File: src/rtl/matrix_result_drain_if.sv
// ----------------------------------------------------------------------------
// matrix_result_drain_if
// Bundles the two streaming ports of matrix_result_drain.
//
// Handshake rule for both channels: a transfer happens on a rising clk edge
// where valid and ready are both high. Once valid is raised, the producer
// holds valid and its payload stable until that transfer. Ready may change
// freely.
//
//   Input channel  (multiplier -> drain) : in_valid, in_ready, in_data, in_ovf
//   Output channel (drain -> mem writer) : out_valid, out_ready, out_data,
//                                          out_addr, out_last, out_ovf
//
// Modports: master = the multiplier side that feeds matrices and consumes
// elements (the bench); slave = the drain block itself.
// ----------------------------------------------------------------------------
interface matrix_result_drain_if #(
   parameter int DW = 16,
   parameter int N  = 4,
   parameter int AW = 4
);
   logic                  in_valid;
   logic                  in_ready;
   logic [N*N*DW-1:0]     in_data;
   logic [N*N-1:0]        in_ovf;
   logic                  out_valid;
   logic                  out_ready;
   logic [DW-1:0]         out_data;
   logic [AW-1:0]         out_addr;
   logic                  out_last;
   logic                  out_ovf;

   modport master (
      output in_valid, in_data, in_ovf, out_ready,
      input  in_ready, out_valid, out_data, out_addr, out_last, out_ovf
   );

   modport slave (
      input  in_valid, in_data, in_ovf, out_ready,
      output in_ready, out_valid, out_data, out_addr, out_last, out_ovf
   );
endinterface

File: src/rtl/matrix_result_drain.sv
// ----------------------------------------------------------------------------
// matrix_result_drain
// Captures one N x N result matrix from the multiplier in a single handshake
// and streams its elements out one per cycle in row-major order, each tagged
// with its address, a last marker and its overflow flag. A sticky overflow
// bit records whether any captured element overflowed.
//
// Ports:
//   clk          clock
//   reset        asynchronous, active-high reset
//   bus          matrix_result_drain_if.slave (input matrix + output stream)
//   done         one-cycle pulse after the last element is accepted
//   clr_ovf      clears ovf_sticky (a simultaneous overflowing capture wins)
//   ovf_sticky   set when a captured matrix had any overflow flag set
//   o_dbg_state  current FSM state (0 = IDLE, 1 = DRAIN)
// ----------------------------------------------------------------------------
module matrix_result_drain #(
   parameter int DW = 16,
   parameter int N  = 4,
   parameter int AW = 4
) (
   input  logic                    clk,
   input  logic                    reset,
   matrix_result_drain_if.slave    bus,
   output logic                    done,
   input  logic                    clr_ovf,
   output logic                    ovf_sticky,
   output logic                    o_dbg_state
);

   localparam int              NE       = N * N;
   localparam logic [AW-1:0]   LAST_IDX = AW'(NE - 1);

   typedef enum logic {
      S_IDLE  = 1'b0,
      S_DRAIN = 1'b1
   } state_t;

   state_t            r_state;
   logic [AW-1:0]     r_idx;
   logic [DW-1:0]     r_buf [NE];
   logic [NE-1:0]     r_ovf_buf;

   logic              r_in_ready;
   logic              r_out_valid;
   logic [DW-1:0]     r_out_data;
   logic [AW-1:0]     r_out_addr;
   logic              r_out_last;
   logic              r_out_ovf;
   logic              r_done;
   logic              r_ovf_sticky;

   logic              w_capture;
   logic              w_at_last;
   logic [AW-1:0]     w_idx_nxt;

   // in_ready is high exactly in IDLE, so the state alone qualifies a capture.
   assign w_capture = (r_state == S_IDLE) && bus.in_valid;
   assign w_at_last = (r_idx == LAST_IDX);
   assign w_idx_nxt = r_idx + 1'b1;

   // Buffer holds don't-care contents after reset and is written only at capture.
   always_ff @(posedge clk) begin
      if (w_capture) begin
         for (int k = 0; k < NE; k++) begin
            r_buf[k] <= bus.in_data[k*DW +: DW];
         end
         r_ovf_buf <= bus.in_ovf;
      end
   end

   always_ff @(posedge clk or posedge reset) begin
      if (reset) begin
         r_state      <= S_IDLE;
         r_idx        <= '0;
         r_in_ready   <= 1'b1;
         r_out_valid  <= 1'b0;
         r_out_data   <= '0;
         r_out_addr   <= '0;
         r_out_last   <= 1'b0;
         r_out_ovf    <= 1'b0;
         r_done       <= 1'b0;
         r_ovf_sticky <= 1'b0;
      end else begin
         r_done <= 1'b0;

         // Set has priority over clear when both land in the same cycle.
         if (w_capture && (|bus.in_ovf)) begin
            r_ovf_sticky <= 1'b1;
         end else if (clr_ovf) begin
            r_ovf_sticky <= 1'b0;
         end

         case (r_state)
            S_IDLE: begin
               if (bus.in_valid) begin
                  // Element 0 is taken straight from the input so it is
                  // presented the cycle after capture, while the buffer fills.
                  r_state     <= S_DRAIN;
                  r_idx       <= '0;
                  r_in_ready  <= 1'b0;
                  r_out_valid <= 1'b1;
                  r_out_data  <= bus.in_data[0 +: DW];
                  r_out_addr  <= '0;
                  r_out_last  <= (NE == 1);
                  r_out_ovf   <= bus.in_ovf[0];
               end
            end
            S_DRAIN: begin
               if (bus.out_ready) begin
                  if (w_at_last) begin
                     r_state     <= S_IDLE;
                     r_idx       <= '0;
                     r_in_ready  <= 1'b1;
                     r_out_valid <= 1'b0;
                     r_out_data  <= '0;
                     r_out_addr  <= '0;
                     r_out_last  <= 1'b0;
                     r_out_ovf   <= 1'b0;
                     r_done      <= 1'b1;
                  end else begin
                     r_idx       <= w_idx_nxt;
                     r_out_data  <= r_buf[w_idx_nxt];
                     r_out_addr  <= w_idx_nxt;
                     r_out_last  <= (w_idx_nxt == LAST_IDX);
                     r_out_ovf   <= r_ovf_buf[w_idx_nxt];
                  end
               end
            end
            default: begin
               r_state <= S_IDLE;
            end
         endcase
      end
   end

   assign bus.in_ready  = r_in_ready;
   assign bus.out_valid = r_out_valid;
   assign bus.out_data  = r_out_data;
   assign bus.out_addr  = r_out_addr;
   assign bus.out_last  = r_out_last;
   assign bus.out_ovf   = r_out_ovf;
   assign done          = r_done;
   assign ovf_sticky    = r_ovf_sticky;
   assign o_dbg_state   = r_state;

endmodule
File: src/flat_wrapper.sv
// flat-port wrapper written by rule: the top's interface ports become plain ports
module matrix_result_drain_flat 
#(
   parameter int DW = 16,
   parameter int N  = 4,
   parameter int AW = 4
)
  (clk, reset, done, clr_ovf, ovf_sticky, o_dbg_state, bus_in_valid, bus_in_data, bus_in_ovf, bus_out_ready, bus_in_ready, bus_out_valid, bus_out_data, bus_out_addr, bus_out_last, bus_out_ovf);
  matrix_result_drain_if #(.DW(DW), .N(N), .AW(AW)) bus_i ();
  input  logic clk;
  input  logic reset;
  output logic done;
  input  logic clr_ovf;
  output logic ovf_sticky;
  output logic o_dbg_state;
  input wire logic [$bits(bus_i.in_valid)-1:0] bus_in_valid;
  input wire logic [$bits(bus_i.in_data)-1:0] bus_in_data;
  input wire logic [$bits(bus_i.in_ovf)-1:0] bus_in_ovf;
  input wire logic [$bits(bus_i.out_ready)-1:0] bus_out_ready;
  output wire logic [$bits(bus_i.in_ready)-1:0] bus_in_ready;
  output wire logic [$bits(bus_i.out_valid)-1:0] bus_out_valid;
  output wire logic [$bits(bus_i.out_data)-1:0] bus_out_data;
  output wire logic [$bits(bus_i.out_addr)-1:0] bus_out_addr;
  output wire logic [$bits(bus_i.out_last)-1:0] bus_out_last;
  output wire logic [$bits(bus_i.out_ovf)-1:0] bus_out_ovf;
  assign bus_i.in_valid = bus_in_valid;
  assign bus_i.in_data = bus_in_data;
  assign bus_i.in_ovf = bus_in_ovf;
  assign bus_i.out_ready = bus_out_ready;
  assign bus_in_ready = bus_i.in_ready;
  assign bus_out_valid = bus_i.out_valid;
  assign bus_out_data = bus_i.out_data;
  assign bus_out_addr = bus_i.out_addr;
  assign bus_out_last = bus_i.out_last;
  assign bus_out_ovf = bus_i.out_ovf;
  matrix_result_drain #(.DW(DW), .N(N), .AW(AW)) u_core (.clk(clk), .reset(reset), .bus(bus_i), .done(done), .clr_ovf(clr_ovf), .ovf_sticky(ovf_sticky), .o_dbg_state(o_dbg_state));
endmodule
File: config.mk
export PLATFORM = sky130hd
export DESIGN_NAME = matrix_result_drain_flat
export DESIGN_NICKNAME = d
export VERILOG_FILES = /design/src/rtl/matrix_result_drain_if.sv /design/src/rtl/matrix_result_drain.sv /design/src/flat_wrapper.sv
export SDC_FILE = /design/constraint.sdc
export NUM_CORES = 1
export LEC_CHECK = 0
export ABC_AREA = 1
export CORE_MARGIN = 2
export CORE_UTILIZATION = 50
export CTS_CLUSTER_SIZE = 8
export DETAILED_ROUTE_END_ITERATION = 8
export PLACE_DENSITY = 0.84
export SYNTH_ARGS = -nofsm -noshare
export SYNTH_HDL_FRONTEND = slang
export SYNTH_SLANG_ARGS = --single-unit
File: constraint.sdc
create_clock -name clk -period 19.6 [get_ports clk]
set_input_delay 3.92 -clock clk [delete_from_list [all_inputs] [get_ports clk]]
set_output_delay 3.92 -clock clk [all_outputs]
set_load 0.1 [all_outputs]
==> results_dict.tcl <==
set metrics [dict create \
    status "complete, no violations" \
    cts_tree "yes" \
    synthesis.area_um2 12880 \
    r2r_setup_slack_ps 15340 \
    routedWlPerCell_um 19.15 \
    r2r-start "u_core.r_idx[0]" \
    cts_resized 0 \
    rr_endpoint "u_core.bus.out_data[14]" \
    synth-edff-count 272 \
    yosysWarnings 0 \
    worstPathRequired_ps 19990 \
    die-area_um2 27050 \
    r2r_cells 10 \
    async_reset_ff_frac 0.09030 \
    finalSetupTns_ps 0 \
    cts-root-buf "clkbuf_16" \
    die_height_um 164.5 \
    tightest_slew_ps 1215 \
    hp-class "reg2reg" \
    cts_buffers 43 \
    holdPathStages 2 \
    drtPass1Iterations 5 \
    worst_clock_skew_ps 19.58 \
    leakagePower_uw 0.007245 \
    synthCells 1238 \
    synth_top_family_by_area "simple AND/OR/NAND/NOR gates" \
    postCtsSetupBuffers 0 \
    min_from "u_core.bus.out_last" \
    grt_use_total 0.2667 \
    rsz0062_at_grt "false" \
    placedInstanceArea_um2 16170 \
    setup_viol 0 \
    maxSlewHeadroom 0.1900 \
    synthFlopType "edfxtp_1" \
    core_um2 25250 \
    drv_slew 0 \
    worstPathMaxFanout 204 \
    antenna_left 0 \
    holdBufCountCts 0 \
    ir_worst_vdd_mv 0.08861 \
    drive_gt1_frac 0.05058 \
    crit_path_end_kind "flop" \
    cts_buffer_depth 3 \
    drcViolationCount 0 \
    fillCellCount 1742 \
    synth_cell_types 22 \
    vias 9886 \
    grt_pass1_vias 9930 \
    routabilityCongestion 0.8177 \
    dieWidth_um 164.5 \
    clock_latency_ps 520 \
    routed_wl_mm 36.27 \
    holdWs_ps 514.1 \
    maxCapViolCount 0 \
    initial_core_util 0.5099 \
    row_count 58 \
    ys_ff_latch 299 \
    synthSimpleGateAreaFrac 0.2069 \
    fmax_mhz 148.0 \
    grt_start_max_net_pins 205 \
    areaGrowthSynthToFinish_pct 35.15 \
    crit_start "bus_in_valid" \
    synth_xor_area_frac 0.005052 \
    ys_seq_area_frac 0.6868 \
    finalCritPeriodShare 0.3448 \
    p_per_area_nw_per_um2 131.2 \
    pin_count 304 \
    drt_iter0_markers 872 \
    htreeDepth 2 \
    avgSynthCellArea_um2 10.40 \
    cp-start-kind "input port" \
    fin_crit_ps 6759 \
    synthMuxAreaShare 0 \
    cts.clk_slew.worst_paths_ps 60 \
    whs_endpoint "u_core.bus.out_last" \
    via_per_inst 5.220 \
    grt_pass1_wl_mm 54.17 \
    dp.final_hpwl_mm 23.96 \
    grt_overflow 0 \
    worstPathArrival_ps 7140 \
    final_nets 1815 \
    final_area_um2 17400 \
    antenna_found_initial 3 \
    io_buffers 303 \
    hold_violations 0 \
    synth_fa_ha_area_frac 0.001943 \
    synth_compound_area_frac 0.01593 \
    synth_nets 1517 \
    path_class "in2reg" \
    cts_sinks 299 \
]
==> critical path, stage by stage <==
cell             delay, ps
clkdlybuf4s50_1        470
inv_1                   70
nor2_4                  70
buf_4                  720
buf_12                 690
inv_1                  570
o21ai_0                350
a21oi_1                110
==> power by group <==
| part | switching [µW] | internal [µW] |
|---|---|---|
| Combinational | 590 | 249 |
| Sequential | 34.1 | 735 |
| Clock | 256 | 418 |
| Total | 881 | 1400 |
==> area by class of cell <==
cell class	instances	area, µm²	share of cell area
sequential	299	8848	0.5084
timing repair buffer	311	3105	0.1784
multi-input combinational	667	3002	0.1725
clock buffer	69	1216	0.06988
inverter	214	805.8	0.04630
tap	330	412.9	0.02372
clock inverter	2	8.758	0.0005032
antenna	2	5.005	0.0002876
==> sequential cells by signal (all words and copies together), names as in the netlist <==
name / count
u_core.r_buf: 256
u_core.bus.out_data: 16
u_core.r_ovf_buf: 16
u_core.r_idx: 4
u_core.bus.in_ready: 1
u_core.bus.out_last: 1
u_core.bus.out_ovf: 1
u_core.bus.out_valid: 1
u_core.done: 1
u_core.o_dbg_state: 1
u_core.ovf_sticky: 1
==> layout by cell type, fill, tap and decap left out, drive strengths merged, types with 8 or more instances in the layout <==
cell | netlist | final
clkdlybuf4s50 | 0 | 303
o21ai | 24 | 24
buf | 31 | 8
inv | 214 | 214
nand3 | 207 | 207
edfxtp | 272 | 272
nor2 | 24 | 24
clkbuf | 27 | 69
nand2 | 384 | 384
dfrtp | 26 | 26
a21oi | 17 | 17
==> worst max path at each step <==
stage,end,slack (ps),cells after the start
2_1_floorplan,u_core.bus.out_data[2],1620,5
3_3_place_gp,u_core.bus.out_data[5],12370,8
3_5_place_dp,u_core.bus.out_data[1],12200,8
4_1_cts,u_core.bus.out_data[1],12730,8
5_1_grt,u_core.bus.out_data[0],12470,8
6_report,u_core.bus.out_data[1],12840,8
==> layer usage <==
metal | wire [µm] | GRT usage
met5 | 12 | 0
met4 | 1034 | 0.09170
met3 | 3457 | 0.05927
met2 | 17930 | 0.4582
met1 | 13830 | 0.3354
==> kinds of logic after synthesis <==
group | after synthesis
AND/OR/NAND/NOR | 620
flip-flops | 299
buffers and inverters | 272
AO/OA/AOI/OAI | 41
XOR/XNOR | 4
adder cells (fa/ha/maj) | 2
==> metrics by stage <==
stage          std cells  worst slack, ps  utilization  power (µW)
6_report            1894            12840       0.6892        2283
5_1_grt             1893            12470       0.6891        2387
4_1_cts             1892            12730       0.6890        2296
3_5_place_dp        1821            12200       0.6405        1619
3_3_place_gp        1821            12370       0.6405        1603
2_1_floorplan       1238             1617            -        1339
==> cell usage after synthesis, types with 4 or more instances <==
cell / count / area (µm²)
nor2_1: 24 / 90.09
nand2_1: 384 / 1441
a21oi_1: 17 / 85.08
o21ai_0: 22 / 110.1
nor4_1: 4 / 25.02
buf_2: 21 / 105.1
clkbuf_1: 27 / 101.4
buf_1: 6 / 22.52
nand3_1: 194 / 970.9
inv_2: 4 / 15.01
inv_1: 210 / 788.3
edfxtp_1: 272 / 8168
dfrtp_1: 26 / 650.6
nand3_2: 13 / 130.1
Power figures use the tool's default switching activity.
